[src/rtl/capture_ctrl.sv]
// Circular-buffer capture sequencer: pre-fills the RAM, arms on a trigger,
// records the post-trigger window, then raises a sticky completion flag.
module capture_ctrl (
   input  logic       clk,
   input  logic       rst,
   input  logic       start,
   input  logic       clr_done,
   input  logic       smpl_en,
   input  logic       protTrig,
   input  logic       trig_en,
   input  logic [8:0] trig_pos,
   output logic       we,
   output logic [8:0] waddr,
   output logic [8:0] trig_addr,
   output logic       armed,
   output logic       triggered,
   output logic       capture_done
);

   // state | meaning
   // IDLE  | after reset, waiting for start; no writes
   // FILL  | pre-trigger fill, counting writes toward the arm threshold
   // ARMED | writing and watching for the trigger sample
   // POST  | writing the post-trigger window
   // DONE  | capture complete, buffer frozen until the next start
   typedef enum logic [2:0] {IDLE, FILL, ARMED, POST, DONE} state_t;

   state_t     state;
   logic [9:0] pre_cnt;
   logic [9:0] post_cnt;
   logic [8:0] tpos_q;
   logic [9:0] fill_target;
   logic       trig_hit;

   // The trigger sample counts toward the post window, so one capture always
   // spans 512 writes; with no post window the trigger is the 512th write.
   assign fill_target = (tpos_q == 9'd0) ? 10'd511 : (10'd512 - {1'b0, tpos_q});
   assign we          = smpl_en & ((state == FILL) | (state == ARMED) | (state == POST));
   assign trig_hit    = smpl_en & (protTrig | ~trig_en);

   always_ff @(posedge clk or posedge rst) begin
      if (rst) begin
         state        <= IDLE;
         waddr        <= 9'd0;
         trig_addr    <= 9'd0;
         pre_cnt      <= 10'd0;
         post_cnt     <= 10'd0;
         tpos_q       <= 9'd0;
         armed        <= 1'b0;
         triggered    <= 1'b0;
         capture_done <= 1'b0;
      end else begin
         if (we)
            waddr <= waddr + 9'd1;
         if (clr_done)
            capture_done <= 1'b0;

         unique case (state)
            IDLE, DONE: begin
               if (start) begin
                  tpos_q       <= trig_pos;
                  pre_cnt      <= 10'd0;
                  post_cnt     <= 10'd0;
                  capture_done <= 1'b0;
                  triggered    <= 1'b0;
                  waddr        <= 9'd0;
                  state        <= FILL;
               end
            end
            FILL: begin
               if (smpl_en) begin
                  pre_cnt <= pre_cnt + 10'd1;
                  if (pre_cnt + 10'd1 == fill_target) begin
                     state <= ARMED;
                     armed <= 1'b1;
                  end
               end
            end
            ARMED: begin
               if (trig_hit) begin
                  trig_addr <= waddr;
                  triggered <= 1'b1;
                  armed     <= 1'b0;
                  post_cnt  <= 10'd1;
                  if (tpos_q <= 9'd1) begin
                     state        <= DONE;
                     capture_done <= 1'b1;
                  end else begin
                     state <= POST;
                  end
               end
            end
            POST: begin
               if (smpl_en) begin
                  post_cnt <= post_cnt + 10'd1;
                  if (post_cnt + 10'd1 == {1'b0, tpos_q}) begin
                     state        <= DONE;
                     capture_done <= 1'b1;
                  end
               end
            end
            default: state <= IDLE;
         endcase
      end
   end

endmodule

[config.mk]
export PLATFORM = sky130hd
export DESIGN_NAME = capture_ctrl
export DESIGN_NICKNAME = d
export VERILOG_FILES = /design/src/rtl/capture_ctrl.sv
export SDC_FILE = /design/constraint.sdc
export NUM_CORES = 1
export LEC_CHECK = 0
export BUFFER_PORTS_ARGS = -buffer_cell sky130_fd_sc_hd__buf_4
export CORE_MARGIN = 3
export CORE_UTILIZATION = 58
export DETAILED_ROUTE_END_ITERATION = 12
export HOLD_SLACK_MARGIN = 0.03
export PLACE_DENSITY_LB_ADDON = 0.2
export SETUP_SLACK_MARGIN = 0.5
export SLEW_MARGIN = 20
export SYNTH_ARGS = -nofsm -noshare
export SYNTH_HDL_FRONTEND = slang
export SYNTH_SLANG_ARGS = --single-unit
export TNS_END_PERCENT = 20
[constraint.sdc]
create_clock -name clk -period 3.2 [get_ports clk]
set_clock_uncertainty 0.05 [all_clocks]
set_input_delay 0.48 -clock clk [delete_from_list [all_inputs] [get_ports clk]]
set_output_delay 0.48 -clock clk [all_outputs]
set_load 0.02 [all_outputs]
==> metrics.txt <==
# TYPE chip_impl_metric gauge
chip_impl_info{name="synthTopCellsByArea",value="sky130_fd_sc_hd__dfrtp_1 41%, sky130_fd_sc_hd__o21ai_0 5.6%, sky130_fd_sc_hd__mux2_2 4.9%"} 1
chip_impl_info{name="prevailing_post_synth_register_cell",value="sky130_fd_sc_hd__dfrtp_1"} 1
chip_impl_metric{name="peakVddDrop",unit="µV"} 551.5
chip_impl_metric{name="die_area",unit="µm²"} 6451
chip_impl_info{name="crit_path_capture_type",value="flip-flop"} 1
chip_impl_metric{name="wl_met1",unit="mm"} 3.392
chip_impl_metric{name="die_y",unit="µm"} 80.32
chip_impl_metric{name="synth-edff-count",unit=""} 0
chip_impl_metric{name="antenna-diode-count",unit=""} 0
chip_impl_info{name="synthDominantAreaCellType",value="sky130_fd_sc_hd__dfrtp_1"} 1
chip_impl_metric{name="groute.usage.overall",unit="%"} 24.52
chip_impl_info{name="critPathLaunchType",value="flip-flop"} 1
chip_impl_metric{name="met3_length",unit="µm"} 389
chip_impl_metric{name="critPathMaxStageDelay",unit="ns"} 0.43
chip_impl_info{name="r2r_end",value="state[0]$_DFFE_PP0P_"} 1
chip_impl_metric{name="synth.avg_cell_area",unit="µm²"} 9.311
chip_impl_metric{name="cts_hold_buf",unit=""} 0
chip_impl_metric{name="combined_area_of_all_synthesized_cells",unit="µm²"} 3203
chip_impl_metric{name="drt_first_pass_iters",unit=""} 4
chip_impl_metric{name="syn_inst",unit=""} 344
chip_impl_metric{name="finish.net_count",unit=""} 401
chip_impl_metric{name="globalRoute.totalOverflow",unit=""} 0
chip_impl_metric{name="final_antenna_net_count",unit=""} 0
chip_impl_metric{name="timing.critical_path.arrival",unit="ns"} 2.78
chip_impl_metric{name="placeableCoreArea",unit="µm²"} 5238
chip_impl_info{name="worst_path_max_delay_cell",value="sky130_fd_sc_hd__dfrtp_2"} 1
chip_impl_metric{name="finalCriticalPeriod",unit="ns"} 2.642
chip_impl_metric{name="synth.net_count",unit=""} 365
chip_impl_info{name="rsz_0062_raised_after_global_routing",value="yes"} 1
chip_impl_metric{name="routed_wirelength",unit="mm"} 7.531
chip_impl_metric{name="number_of_antenna_violations_at_the_first_check_in_global_routing",unit=""} 0
chip_impl_metric{name="leakage",unit="µW"} 0.001579
chip_impl_metric{name="max_freq",unit="GHz"} 0.3786
chip_impl_metric{name="detailroute.wirelength.met2",unit="mm"} 3.645
chip_impl_info{name="layout_common_cells",value="48 x sky130_fd_sc_hd__buf_4, 46 x sky130_fd_sc_hd__dfrtp_1, 35 x sky130_fd_sc_hd__o21ai_0"} 1
chip_impl_metric{name="buffer_ports.inserted",unit=""} 37
chip_impl_metric{name="synth.ff_latch_count",unit=""} 53
chip_impl_metric{name="synth.yosys.warnings",unit=""} 0
chip_impl_metric{name="vias_per_cell",unit=""} 6.149
chip_impl_metric{name="setup_tns",unit="ns"} 0
chip_impl_metric{name="drcViolationCount",unit=""} 0
chip_impl_metric{name="finish.utilization",unit="%"} 72.00
chip_impl_metric{name="clk_latency",unit="ns"} 0.31
chip_impl_metric{name="seq_area_frac_synth",unit="%"} 41.41
chip_impl_metric{name="async_flop_share",unit="%"} 100.0
chip_impl_metric{name="gpl.final_weighted_congestion",unit=""} 0.8802
chip_impl_metric{name="core.rowCount",unit=""} 26
chip_impl_metric{name="clk_pin_slew",unit="ns"} 0.10
chip_impl_metric{name="timing.critical_path.required",unit="ns"} 3.34
chip_impl_metric{name="power-per-cell-area",unit="nW/µm²"} 796.2
chip_impl_metric{name="worst_slew_pin_slew",unit="ns"} 0.6938
chip_impl_metric{name="cap_violations",unit=""} 0
chip_impl_info{name="worst_r2r_src",value="tpos_q[0]$_DFFE_PP0P_"} 1
chip_impl_info{name="root_buffer",value="sky130_fd_sc_hd__clkbuf_8"} 1
chip_impl_info{name="min_path_type",value="in2async"} 1
chip_impl_metric{name="largest_net_degree_at_the_start_of_global_routing",unit=""} 35
chip_impl_metric{name="detail_route.iter0.violations",unit=""} 187
chip_impl_info{name="run_status",value="finished, final reports clean"} 1
chip_impl_metric{name="timing_max_transition_violations_final",unit=""} 0
chip_impl_info{name="clock_tree_from_tritoncts",value="done"} 1
chip_impl_metric{name="floorplan.initialDensity",unit="%"} 61.16
chip_impl_metric{name="clk_path_buf_depth",unit=""} 2
chip_impl_metric{name="period_utilisation_layout",unit="%"} 82.55
chip_impl_metric{name="route.detailed.wl_per_inst",unit="µm"} 16.74
chip_impl_info{name="topRoutingLayerUsed",value="met4"} 1
chip_impl_metric{name="htreeDepth",unit=""} 2
chip_impl_metric{name="cts_buffers",unit=""} 5
chip_impl_metric{name="worst_r2r_path_depth",unit=""} 9
chip_impl_metric{name="grt_pass1_vias",unit=""} 2600
chip_impl_metric{name="routed-via-count",unit=""} 2767
chip_impl_metric{name="rrSetupSlack",unit="ns"} 0.56
chip_impl_metric{name="area.growth.synth_to_final",unit="%"} 17.73
chip_impl_metric{name="setup_viol",unit=""} 0
chip_impl_metric{name="drive_gt1_share",unit="%"} 27.37
chip_impl_metric{name="die_w",unit="µm"} 80.32
chip_impl_metric{name="post-dp-hpwl",unit="mm"} 5.272
chip_impl_metric{name="worst_slew_margin_rel",unit="%"} 53.53
chip_impl_metric{name="synth_top_cell_area_share",unit="%"} 41.41
chip_impl_metric{name="io_pins",unit=""} 38
chip_impl_metric{name="crit_fanout",unit=""} 5
chip_impl_metric{name="fillerInstances",unit=""} 384
chip_impl_metric{name="grt_first_pass_wirelength",unit="mm"} 12.39
chip_impl_info{name="setup.worst_path.class",value="reg2reg"} 1
chip_impl_metric{name="clock_sinks",unit=""} 53
chip_impl_metric{name="synth_cell_type_count",unit=""} 60
chip_impl_info{name="timing.critical_path.cells",value="inv_2 -> ha_4 -> or3b_4 -> a211oi_1 -> a21oi_1 -> xnor2_1 -> nor4_2 -> a31oi_1 -> or4_1"} 1
chip_impl_info{name="final_common_cell",value="sky130_fd_sc_hd__buf_4"} 1
chip_impl_metric{name="report.final.hold_viol_count",unit=""} 0
[registers in the layout, indices dropped and copies added, names as in the netlist]
register	flops
armed	1
waddr	9
state	3
pre_cnt	10
tpos_q	9
trig_addr	9
triggered	1
post_cnt	10
capture_done	1
[layer usage]
| metal | track usage, % | up-vias |
|---|---|---|
| met4 | 6.588 | 0 |
| li1 | - | 1323 |
| met1 | 33.98 | 1344 |
| met5 | 0 | - |
| met2 | 39.74 | 89 |
| met3 | 4.148 | 11 |
[critical path, delay by kind of cell (launching register included)]
kind,cells,cell delay (ns)
compound gates,3,0.47
fa+ha+maj,1,0.17
buf+inv,1,0.10
xor+xnor,1,0.18
simple gates,3,1.12
flops,1,0.43
[what timing repair did]
item / CTS / global route
pin swaps: 8 / 0
gates resized for setup: 18 / 6
setup endpoints to repair: 2 / 2
buffers inserted: 6 / 1
[cell usage after synthesis, drive strengths merged, types with 7 or more instances]
cell type,count
dfrtp,53
clkbuf,14
xor2,9
o21ai,36
inv,12
and3,8
nand3,12
nor3,7
nor2,23
xnor2,18
mux2,14
nand2,23
a21oi,17
o31ai,8
[area by class of cell]
type,instances,area (µm²),share of cell area [%]
timing repair buffer,49,371.6,9.854
tap,70,87.58,2.322
clock buffer,5,68.82,1.825
inverter,12,45.04,1.194
sequential,53,1335,35.40
clock inverter,2,38.79,1.029
multi-input combinational,259,1824,48.37
[worst max path at each step]
stage	depth (start not counted)	slack (ns)	start	to
floorplan	9	0.51	tpos_q[0]$_DFFE_PP0P_	state[0]$_DFFE_PP0P_
global placement	8	0.34	post_cnt[0]$_DFFE_PP0P_	state[0]$_DFFE_PP0P_
detailed placement	9	0.29	tpos_q[0]$_DFFE_PP0P_	state[0]$_DFFE_PP0P_
CTS	8	0.51	post_cnt[0]$_DFFE_PP0P_	state[0]$_DFFE_PP0P_
global route	8	0.46	post_cnt[4]$_DFFE_PP0P_	state[0]$_DFFE_PP0P_
finish	9	0.56	tpos_q[0]$_DFFE_PP0P_	state[0]$_DFFE_PP0P_
[where the power goes]
| part | switching, µW | leakage, µW | total [µW] | internal, µW |
|---|---|---|---|---|
| Clock | 222 | 0.0000546 | 454 | 232 |
| Combinational | 711 | 0.000835 | 1380 | 668 |
| Sequential | 318 | 0.000689 | 1170 | 852 |
| Total | 1250 | 0.00158 | 3000 | 1750 |
[metrics by stage]
stage | total power, µW | hold WS (ns) | instances | worst slack, ns | instance area (µm²)
2_1_floorplan | 2060 | 0.4023 | 344 | 0.5112 | 3206
3_3_place_gp | 2346 | 0.4250 | 436 | 0.3411 | 3525
3_5_place_dp | 2383 | 0.4326 | 436 | 0.2861 | 3525
4_1_cts | 2954 | 0.1253 | 449 | 0.5081 | 3737
5_1_grt | 3201 | 0.1332 | 450 | 0.4616 | 3771
6_report | 3003 | 0.1039 | 450 | 0.5584 | 3771
[kinds of logic after synthesis]
kind of cell             synth area share (%)
AND/OR/NAND/NOR                         21.21
AO/OA/AOI/OAI                           17.62
flip-flops                              41.41
adder cells (fa/ha/maj)                 1.953
multiplexers                            5.547
XOR/XNOR                                8.086
buffers and inverters                   4.179
No activity file was read; power rests on OpenSTA's default activity.
